===== src/rtl/alu_issue_if.sv =====
// Bundles the upstream instruction handshake, the control/status lines and the
// decoded issue bus that feeds the ALU pipeline. The slave side is the issue
// stage itself; the master side is whoever drives instructions and consumes issues.
interface alu_issue_if;
  // Upstream instruction handshake
  logic        in_valid;
  logic        in_ready;
  logic [23:0] in_instr;

  // HALT control and status
  logic        resume;
  logic        halted;
  logic [7:0]  illegal_cnt;

  // Decoded issue bus towards the ALU pipeline
  logic        issue_valid;
  logic [3:0]  rs1;
  logic [3:0]  rs2;
  logic [3:0]  rd;
  logic [3:0]  func;
  logic [7:0]  addr;

  modport master (
    output in_valid, in_instr, resume,
    input  in_ready, halted, illegal_cnt,
    input  issue_valid, rs1, rs2, rd, func, addr
  );

  modport slave (
    input  in_valid, in_instr, resume,
    output in_ready, halted, illegal_cnt,
    output issue_valid, rs1, rs2, rd, func, addr
  );
endinterface


===== src/rtl/alu_issue.sv =====
// Issue stage: buffers 24-bit instructions, stalls on RAW hazards, drops illegal ops, parks on HALT.
// Latency: push at edge k into an empty hazard-free FIFO issues at edge k+1 (no bypass).
// Backpressure: in_ready = count < DEPTH; no push while full even if the head pops that cycle.
module alu_issue #(
  parameter int DEPTH   = 4,
  parameter int HAZ_WIN = 2
) (
  input logic      clk1,
  input logic      rst_n,
  alu_issue_if.slave io
);

  localparam int            AW       = $clog2(DEPTH);
  localparam logic [AW:0]   FULL_CNT = (AW+1)'(DEPTH);

  typedef struct packed {
    logic [3:0] func;
    logic [3:0] rs1;
    logic [3:0] rs2;
    logic [3:0] rd;
    logic [7:0] addr;
  } instr_t;

  typedef enum logic {
    ST_RUN  = 1'b0,
    ST_HALT = 1'b1
  } state_t;

  state_t state_q;
  state_t state_d;

  // Instruction FIFO
  instr_t        mem [DEPTH];
  logic [AW-1:0] wr_ptr_q;
  logic [AW-1:0] rd_ptr_q;
  logic [AW:0]   cnt_q;
  instr_t        head;
  logic          fifo_empty;
  logic          push;
  logic          pop;

  // Scoreboard of recently issued destinations; slot 0 is the newest
  logic [HAZ_WIN-1:0] sb_v_q;
  logic [3:0]         sb_rd_q [HAZ_WIN];

  // Head decode and issue decisions
  logic use_rs1;
  logic use_rs2;
  logic is_illegal;
  logic is_halt;
  logic hazard;
  logic do_issue;
  logic do_drop;

  // Registered outputs
  logic       issue_valid_q;
  instr_t     issue_q;
  logic [7:0] illegal_cnt_q;

  assign head       = mem[rd_ptr_q];
  assign fifo_empty = (cnt_q == '0);
  assign io.in_ready = (cnt_q < FULL_CNT);
  assign push       = io.in_valid && io.in_ready;

  // Classify the head opcode by which sources it reads
  always_comb begin
    use_rs1    = 1'b0;
    use_rs2    = 1'b0;
    is_illegal = 1'b0;
    is_halt    = 1'b0;
    case (head.func)
      4'd0, 4'd1, 4'd2, 4'd5, 4'd6, 4'd7: begin
        use_rs1 = 1'b1;
        use_rs2 = 1'b1;
      end
      4'd3, 4'd8, 4'd10, 4'd11: use_rs1 = 1'b1;
      4'd4, 4'd9:               use_rs2 = 1'b1;
      4'd15:                    is_halt = 1'b1;
      default:                  is_illegal = 1'b1;
    endcase
  end

  // A used source matching any in-flight destination blocks the head
  always_comb begin
    hazard = 1'b0;
    for (int i = 0; i < HAZ_WIN; i++) begin
      if (sb_v_q[i] && ((use_rs1 && (head.rs1 == sb_rd_q[i])) ||
                        (use_rs2 && (head.rs2 == sb_rd_q[i])))) begin
        hazard = 1'b1;
      end
    end
  end

  // FSM state register
  always_ff @(posedge clk1 or negedge rst_n) begin
    if (!rst_n) begin
      state_q <= ST_RUN;
    end else begin
      state_q <= state_d;
    end
  end

  // FSM next state: a popped HALT parks the block until resume is sampled
  always_comb begin
    state_d = state_q;
    case (state_q)
      ST_RUN:  if (!fifo_empty && is_halt) state_d = ST_HALT;
      ST_HALT: if (io.resume)              state_d = ST_RUN;
      default: state_d = ST_RUN;
    endcase
  end

  // FSM outputs: HALT and illegal heads pop regardless of hazards; legal heads pop only when clear
  always_comb begin
    pop      = 1'b0;
    do_issue = 1'b0;
    do_drop  = 1'b0;
    if ((state_q == ST_RUN) && !fifo_empty) begin
      if (is_halt) begin
        pop = 1'b1;
      end else if (is_illegal) begin
        pop     = 1'b1;
        do_drop = 1'b1;
      end else if (!hazard) begin
        pop      = 1'b1;
        do_issue = 1'b1;
      end
    end
  end

  // FIFO storage is not reset; the count qualifies every read
  always_ff @(posedge clk1) begin
    if (push) begin
      mem[wr_ptr_q] <= io.in_instr;
    end
  end

  // FIFO pointers wrap naturally at DEPTH; count tracks occupancy 0..DEPTH
  always_ff @(posedge clk1 or negedge rst_n) begin
    if (!rst_n) begin
      wr_ptr_q <= '0;
      rd_ptr_q <= '0;
      cnt_q    <= '0;
    end else begin
      if (push) wr_ptr_q <= wr_ptr_q + 1'b1;
      if (pop)  rd_ptr_q <= rd_ptr_q + 1'b1;
      case ({push, pop})
        2'b10:   cnt_q <= cnt_q + 1'b1;
        2'b01:   cnt_q <= cnt_q - 1'b1;
        default: cnt_q <= cnt_q;
      endcase
    end
  end

  // Scoreboard shifts every cycle: the issued rd or a bubble enters, the oldest slot falls off
  always_ff @(posedge clk1 or negedge rst_n) begin
    if (!rst_n) begin
      sb_v_q <= '0;
      for (int i = 0; i < HAZ_WIN; i++) begin
        sb_rd_q[i] <= '0;
      end
    end else begin
      sb_v_q[0]  <= do_issue;
      sb_rd_q[0] <= do_issue ? head.rd : 4'd0;
      for (int i = 1; i < HAZ_WIN; i++) begin
        sb_v_q[i]  <= sb_v_q[i-1];
        sb_rd_q[i] <= sb_rd_q[i-1];
      end
    end
  end

  // Issue register: fields hold their last issued values between issues
  always_ff @(posedge clk1 or negedge rst_n) begin
    if (!rst_n) begin
      issue_valid_q <= 1'b0;
      issue_q       <= '0;
    end else begin
      issue_valid_q <= do_issue;
      if (do_issue) begin
        issue_q <= head;
      end
    end
  end

  // Dropped-illegal counter saturates instead of wrapping
  always_ff @(posedge clk1 or negedge rst_n) begin
    if (!rst_n) begin
      illegal_cnt_q <= '0;
    end else if (do_drop && (illegal_cnt_q != 8'hFF)) begin
      illegal_cnt_q <= illegal_cnt_q + 8'd1;
    end
  end

  assign io.issue_valid = issue_valid_q;
  assign io.func        = issue_q.func;
  assign io.rs1         = issue_q.rs1;
  assign io.rs2         = issue_q.rs2;
  assign io.rd          = issue_q.rd;
  assign io.addr        = issue_q.addr;
  assign io.illegal_cnt = illegal_cnt_q;
  assign io.halted      = (state_q == ST_HALT);

endmodule


===== src/flat_wrapper.sv =====
// flat-port wrapper written by rule: the top's interface ports become plain ports
module alu_issue_flat 
#(
  parameter int DEPTH   = 4,
  parameter int HAZ_WIN = 2
)
  (clk1, rst_n, io_in_valid, io_in_instr, io_resume, io_in_ready, io_halted, io_illegal_cnt, io_issue_valid, io_rs1, io_rs2, io_rd, io_func, io_addr);
  alu_issue_if io_i ();
  input logic clk1;
  input logic rst_n;
  input wire logic [$bits(io_i.in_valid)-1:0] io_in_valid;
  input wire logic [$bits(io_i.in_instr)-1:0] io_in_instr;
  input wire logic [$bits(io_i.resume)-1:0] io_resume;
  output wire logic [$bits(io_i.in_ready)-1:0] io_in_ready;
  output wire logic [$bits(io_i.halted)-1:0] io_halted;
  output wire logic [$bits(io_i.illegal_cnt)-1:0] io_illegal_cnt;
  output wire logic [$bits(io_i.issue_valid)-1:0] io_issue_valid;
  output wire logic [$bits(io_i.rs1)-1:0] io_rs1;
  output wire logic [$bits(io_i.rs2)-1:0] io_rs2;
  output wire logic [$bits(io_i.rd)-1:0] io_rd;
  output wire logic [$bits(io_i.func)-1:0] io_func;
  output wire logic [$bits(io_i.addr)-1:0] io_addr;
  assign io_i.in_valid = io_in_valid;
  assign io_i.in_instr = io_in_instr;
  assign io_i.resume = io_resume;
  assign io_in_ready = io_i.in_ready;
  assign io_halted = io_i.halted;
  assign io_illegal_cnt = io_i.illegal_cnt;
  assign io_issue_valid = io_i.issue_valid;
  assign io_rs1 = io_i.rs1;
  assign io_rs2 = io_i.rs2;
  assign io_rd = io_i.rd;
  assign io_func = io_i.func;
  assign io_addr = io_i.addr;
  alu_issue #(.DEPTH(DEPTH), .HAZ_WIN(HAZ_WIN)) u_core (.clk1(clk1), .rst_n(rst_n), .io(io_i));
endmodule

===== config.mk =====
export PLATFORM = sky130hd
export DESIGN_NAME = alu_issue_flat
export DESIGN_NICKNAME = d
export VERILOG_FILES = /design/src/rtl/alu_issue_if.sv /design/src/rtl/alu_issue.sv /design/src/flat_wrapper.sv
export SDC_FILE = /design/constraint.sdc
export NUM_CORES = 1
export LEC_CHECK = 0
export CAP_MARGIN = 20
export CORE_ASPECT_RATIO = 1.5
export CORE_MARGIN = 1.5
export CORE_UTILIZATION = 30
export CTS_CLUSTER_SIZE = 30
export DETAILED_ROUTE_END_ITERATION = 10
export GPL_TIMING_DRIVEN = 0
export PLACE_DENSITY_LB_ADDON = 0.12
export SLEW_MARGIN = 20
export SYNTH_ARGS = -nofsm -noshare
export SYNTH_HDL_FRONTEND = slang
export SYNTH_SLANG_ARGS = --single-unit

===== constraint.sdc =====
create_clock -name clk1 -period 7.7 [get_ports clk1]
set_clock_uncertainty 0.15 [all_clocks]
set_input_delay 1.925 -clock clk1 [delete_from_list [all_inputs] [get_ports clk1]]
set_output_delay 1.925 -clock clk1 [all_outputs]
set_load 0.01 [all_outputs]

==> qor_table.md <==
| Quantity | This run | Unit |
|---|---|---|
| First-pass detailed-route iteration total | 4 | - |
| Unrepaired setup endpoints after global routing | false | - |
| Most Frequent Cell on Critical Path | sky130_fd_sc_hd__buf_6 | - |
| Area taken by multi-input logic gates | 1730 | um^2 |
| Die Span X | 118 | um |
| Iteration-0 DRC count of the detailed router | 86 | - |
| Netlist Area Pre-Place | 5980 | um^2 |
| Number of synthesized register bits | 146 | - |
| Status | completed | - |
| Proportion of register bits with asynchronous set or reset after synthesis | 34.2 | % |
| Number of synthesized flops with an enable pin | 96 | - |
| Wire length reported by the detailed router | 12700 | um |
| Clk buf depth | 2 | - |
| Required time reported for the critical path endpoint | 7.84 | ns |
| All-Layer GR Usage | 12.9 | % |
| Via count of the first global-routing pass | 3292 | - |
| Pwr Density | 434 | nW/um^2 |
| Synth Net Count | 359 | - |
| Number of violations of the max-capacitance limit | 0 | - |
| Fraction of layout instances using a drive strength above 1 | 22.5 | % |
| Clock tree root driver cell | sky130_fd_sc_hd__clkbuf_16 | - |
| Syn Inst Count | 324 | - |
| Largest cells by area after synthesis | sky130_fd_sc_hd__edfxtp_1 48%, sky130_fd_sc_hd__dfrtp_1 21%, sky130_fd_sc_hd__mux4_2 6.8%, sky130_fd_sc_hd__mux2_4 3.5%, sky130_fd_sc_hd__mux2i_1 2.7% | - |
| Detailed-route DRC error count | 0 | - |
| Post CTS Setup Buffer Count | 0 | - |
| Max frequency | 0.269 | GHz |
| Setup Viol. Count Final | 0 | - |
| Sum of negative setup slack | 0 | ns |
| Overall via count from detail_route | 3082 | - |
| Hold buffers post-CTS | 0 | - |
| Final number of hold-violating endpoints | 0 | - |
| Kind of critical path | reg -> reg | - |
| Final total power | 3.31 | mW |
| Final layout net count | 445 | - |
| Grt ovf | 0 | - |
| Detailed Place HPWL | 8580 | um |
| Inserted Diodes | 0 | - |
| Maximum number of pins on one net before global-route repair | 43 | - |
| Max-slew violation total from the final report | 0 | - |
| Largest fanout on the critical path | 10 | - |
| Kind of launch point of the worst setup path | register | - |
| Share of the synthesized area in the top cell type | 48.2 | % |
| CP Cell Sequence | buf_6, buf_6, mux2i_1, mux2i_1, o2111ai_1, a21oi_1, nor4_4, buf_6, mux2_4 | - |
| Initial Utilization | 30.5 | % |
| Number of different library cells in the post-synthesis netlist | 39 | - |
| Number of rows in the core area | 63 | - |
| Largest area contributor in the synthesized netlist | sky130_fd_sc_hd__edfxtp_1 | - |
| Library cell with the highest instance count after synthesis | sky130_fd_sc_hd__edfxtp_1 | - |
| Clock period minus final worst setup slack | 3.72 | ns |
| Weighted congestion reported at the end of routability-driven placement | 0.752 | - |
| Die Y-Extent | 176 | um |
| Num Clock Sinks | 146 | - |
| Final Cycle Share | 48.3 | % |
| Setup WS pre-CTS | 3.75 | ns |
| CTS tree | done | - |
| Min setup slack post-route | 3.98 | ns |
| Total die area | 20800 | um^2 |
| Crit. End Element | register | - |
| I/O pin count | 63 | - |
| Wire length per cell | 18.6 | um |
| Remaining antenna violation count after routing | 0 | - |
| Worst hold path type | reg -> reg | - |
| Storage cell area | 4130 | um^2 |
| Clock network latency to the later pin of the worst-skew pair | 0.41 | ns |
| Commonest register cell after synthesis | sky130_fd_sc_hd__edfxtp_1 | - |
| Area added between synthesis and finish | 27.4 | % |
| Worst relative slew slack | 34.9 | % |
| Worst slew pin tran | 0.969 | ns |
| Library cell contributing the largest single delay on the critical path | sky130_fd_sc_hd__nor4_4 | - |
| List of most frequent post-synthesis cells | 96 x sky130_fd_sc_hd__edfxtp_1, 50 x sky130_fd_sc_hd__dfrtp_1, 18 x sky130_fd_sc_hd__mux4_2, 17 x sky130_fd_sc_hd__xnor2_1, 16 x sky130_fd_sc_hd__mux2i_1 | - |
| Count of input and output buffers | 62 | - |
| Part of the Yosys area used for sequential elements | 69.2 | % |
| Number of CTS-inserted buffers | 17 | - |
| Number of levels in the clock H-tree | 4 | - |
| Antenna violations before repair | 0 | - |
| Count of yosys warnings during synthesis | 0 | - |
| Wire length of the first global-routing pass | 19500 | um |
| Clk slew on worst S/H paths | 0.07 | ns |
| PostCTS Resize Cnt | 0 | - |
| Worst voltage drop across the vdd grid | 0.000150 | V |
| Critical path data arrival time | 3.85 | ns |
| Post-synthesis average cell area | 18.4 | um^2 |
| Delay of the slowest cell on the worst path | 0.77 | ns |
| Pleak | 2.80 | nW |
| Fill cells | 1787 | - |
| Area inside the core boundary | 19600 | um^2 |
| Via count normalized by instance count | 4.51 | - |
per-layer routing:
layer	vias up	share of wire, %	GRT usage [%]
met5	-	0	0
met4	0	2.5	5.89
met3	12	3.1	2.79
met2	70	53	22.7
met1	1584	41	15.0
li1	1416	-	-
worst max-delay path, delay by kind of cell, from the launching register on:
kind                   cells  cell delay [ns]
multiplexers               3             0.95
flip-flops                 1             0.44
AND/OR/NAND/NOR            1             0.77
AO/OA/AOI/OAI              2             0.53
buffers and inverters      3             0.74
flip-flops by register name, indices dropped and copies added (netlist names), 3 cells and up:
name                   count
u_core.cnt_q               3
u_core.io.addr             8
u_core.io.func             4
u_core.io.illegal_cnt      8
u_core.io.rd               4
u_core.io.rs1              4
u_core.io.rs2              4
u_core.mem                96
u_core.sb_rd_q             8
power by group:
| group | switching, mW | internal, mW |
|---|---|---|
| Sequential | 0.116 | 1.05 |
| Clock | 0.343 | 0.455 |
| Combinational | 0.617 | 0.727 |
placed cells by master (no fill, tap or decap), types with 3 or more instances in the layout:
cell and instances:
sky130_fd_sc_hd__xnor2_1 17, sky130_fd_sc_hd__inv_6 5, sky130_fd_sc_hd__or3b_2 3, sky130_fd_sc_hd__mux2_4 14, sky130_fd_sc_hd__mux2_2 10, sky130_fd_sc_hd__dfrtp_1 50
sky130_fd_sc_hd__clkbuf_16 17, sky130_fd_sc_hd__edfxtp_1 96, sky130_fd_sc_hd__xor2_1 8, sky130_fd_sc_hd__and2_1 5, sky130_fd_sc_hd__nand3b_1 6, sky130_fd_sc_hd__inv_1 12
sky130_fd_sc_hd__nand2_1 5, sky130_fd_sc_hd__nor3_1 3, sky130_fd_sc_hd__clkinvlp_4 5, sky130_fd_sc_hd__clkbuf_1 5, sky130_fd_sc_hd__nand3_1 6, sky130_fd_sc_hd__clkdlybuf4s50_1 61
sky130_fd_sc_hd__buf_6 4, sky130_fd_sc_hd__nor2_1 5, sky130_fd_sc_hd__and2_2 4, sky130_fd_sc_hd__mux4_1 5, sky130_fd_sc_hd__o2111ai_1 4, sky130_fd_sc_hd__mux4_2 18
sky130_fd_sc_hd__buf_12 3, sky130_fd_sc_hd__mux2i_1 16, sky130_fd_sc_hd__ha_1 6
stage by stage:
stage | hold slack, ns | util, % | area, um^2 | std cells
after floorplan | 0.250 | - | 5980 | 324
after global placement | 0.272 | 35.3 | 6920 | 646
after detailed placement | 0.293 | 35.9 | 7040 | 651
after CTS | 0.304 | 38.8 | 7610 | 683
after global routing | 0.323 | 38.8 | 7610 | 683
final | 0.301 | 38.8 | 7610 | 683
kinds of logic after synthesis:
group                      count (synthesis)  synth area share (%)
xor gates and xnor gates                  25                  3.66
AOI/OAI and AO/OA                         13                  1.65
adders and majority gates                  7                  1.59
and+or+nand+nor                           47                  4.88
buffers and inverters                     23                  1.99
DFF                                      146                  69.2
muxes                                     63                  17.1
path summary, 6_finish.rpt:
path / start / end / slack, ns / cells past startpoint
setup / recovery: u_core.rd_ptr_q[0]$_DFFE_PN0P_ / u_core.io.rd[3]$_DFFE_PN0P_ / 3.98 / 9
hold / removal: u_core.sb_rd_q[5]$_DFF_PN0_ / u_core.sb_rd_q[1]$_DFF_PN0_ / 0.30 / 0
setup reg to reg: u_core.rd_ptr_q[0]$_DFFE_PN0P_ / u_core.io.rd[3]$_DFFE_PN0P_ / 3.98 / 9
hold reg to reg: u_core.sb_rd_q[5]$_DFF_PN0_ / u_core.sb_rd_q[1]$_DFF_PN0_ / 0.30 / 0
max in group asynchronous: rst_n / u_core.io.addr[5]$_DFFE_PN0P_ / 5.73 / 2
min in group asynchronous: rst_n / u_core.io.rs1[2]$_DFFE_PN0P_ / 1.20 / 1
final cells by class:
class / count / share of cell area, %
multi-input combinational: 155 / 22.7
timing repair buffer: 67 / 9.63
clock buffer: 18 / 5.64
clock inverter: 14 / 1.87
tap: 260 / 4.27
sequential: 146 / 54.3
buffer: 11 / 0.970
inverter: 12 / 0.592
(Power assumes the default switching activity.)
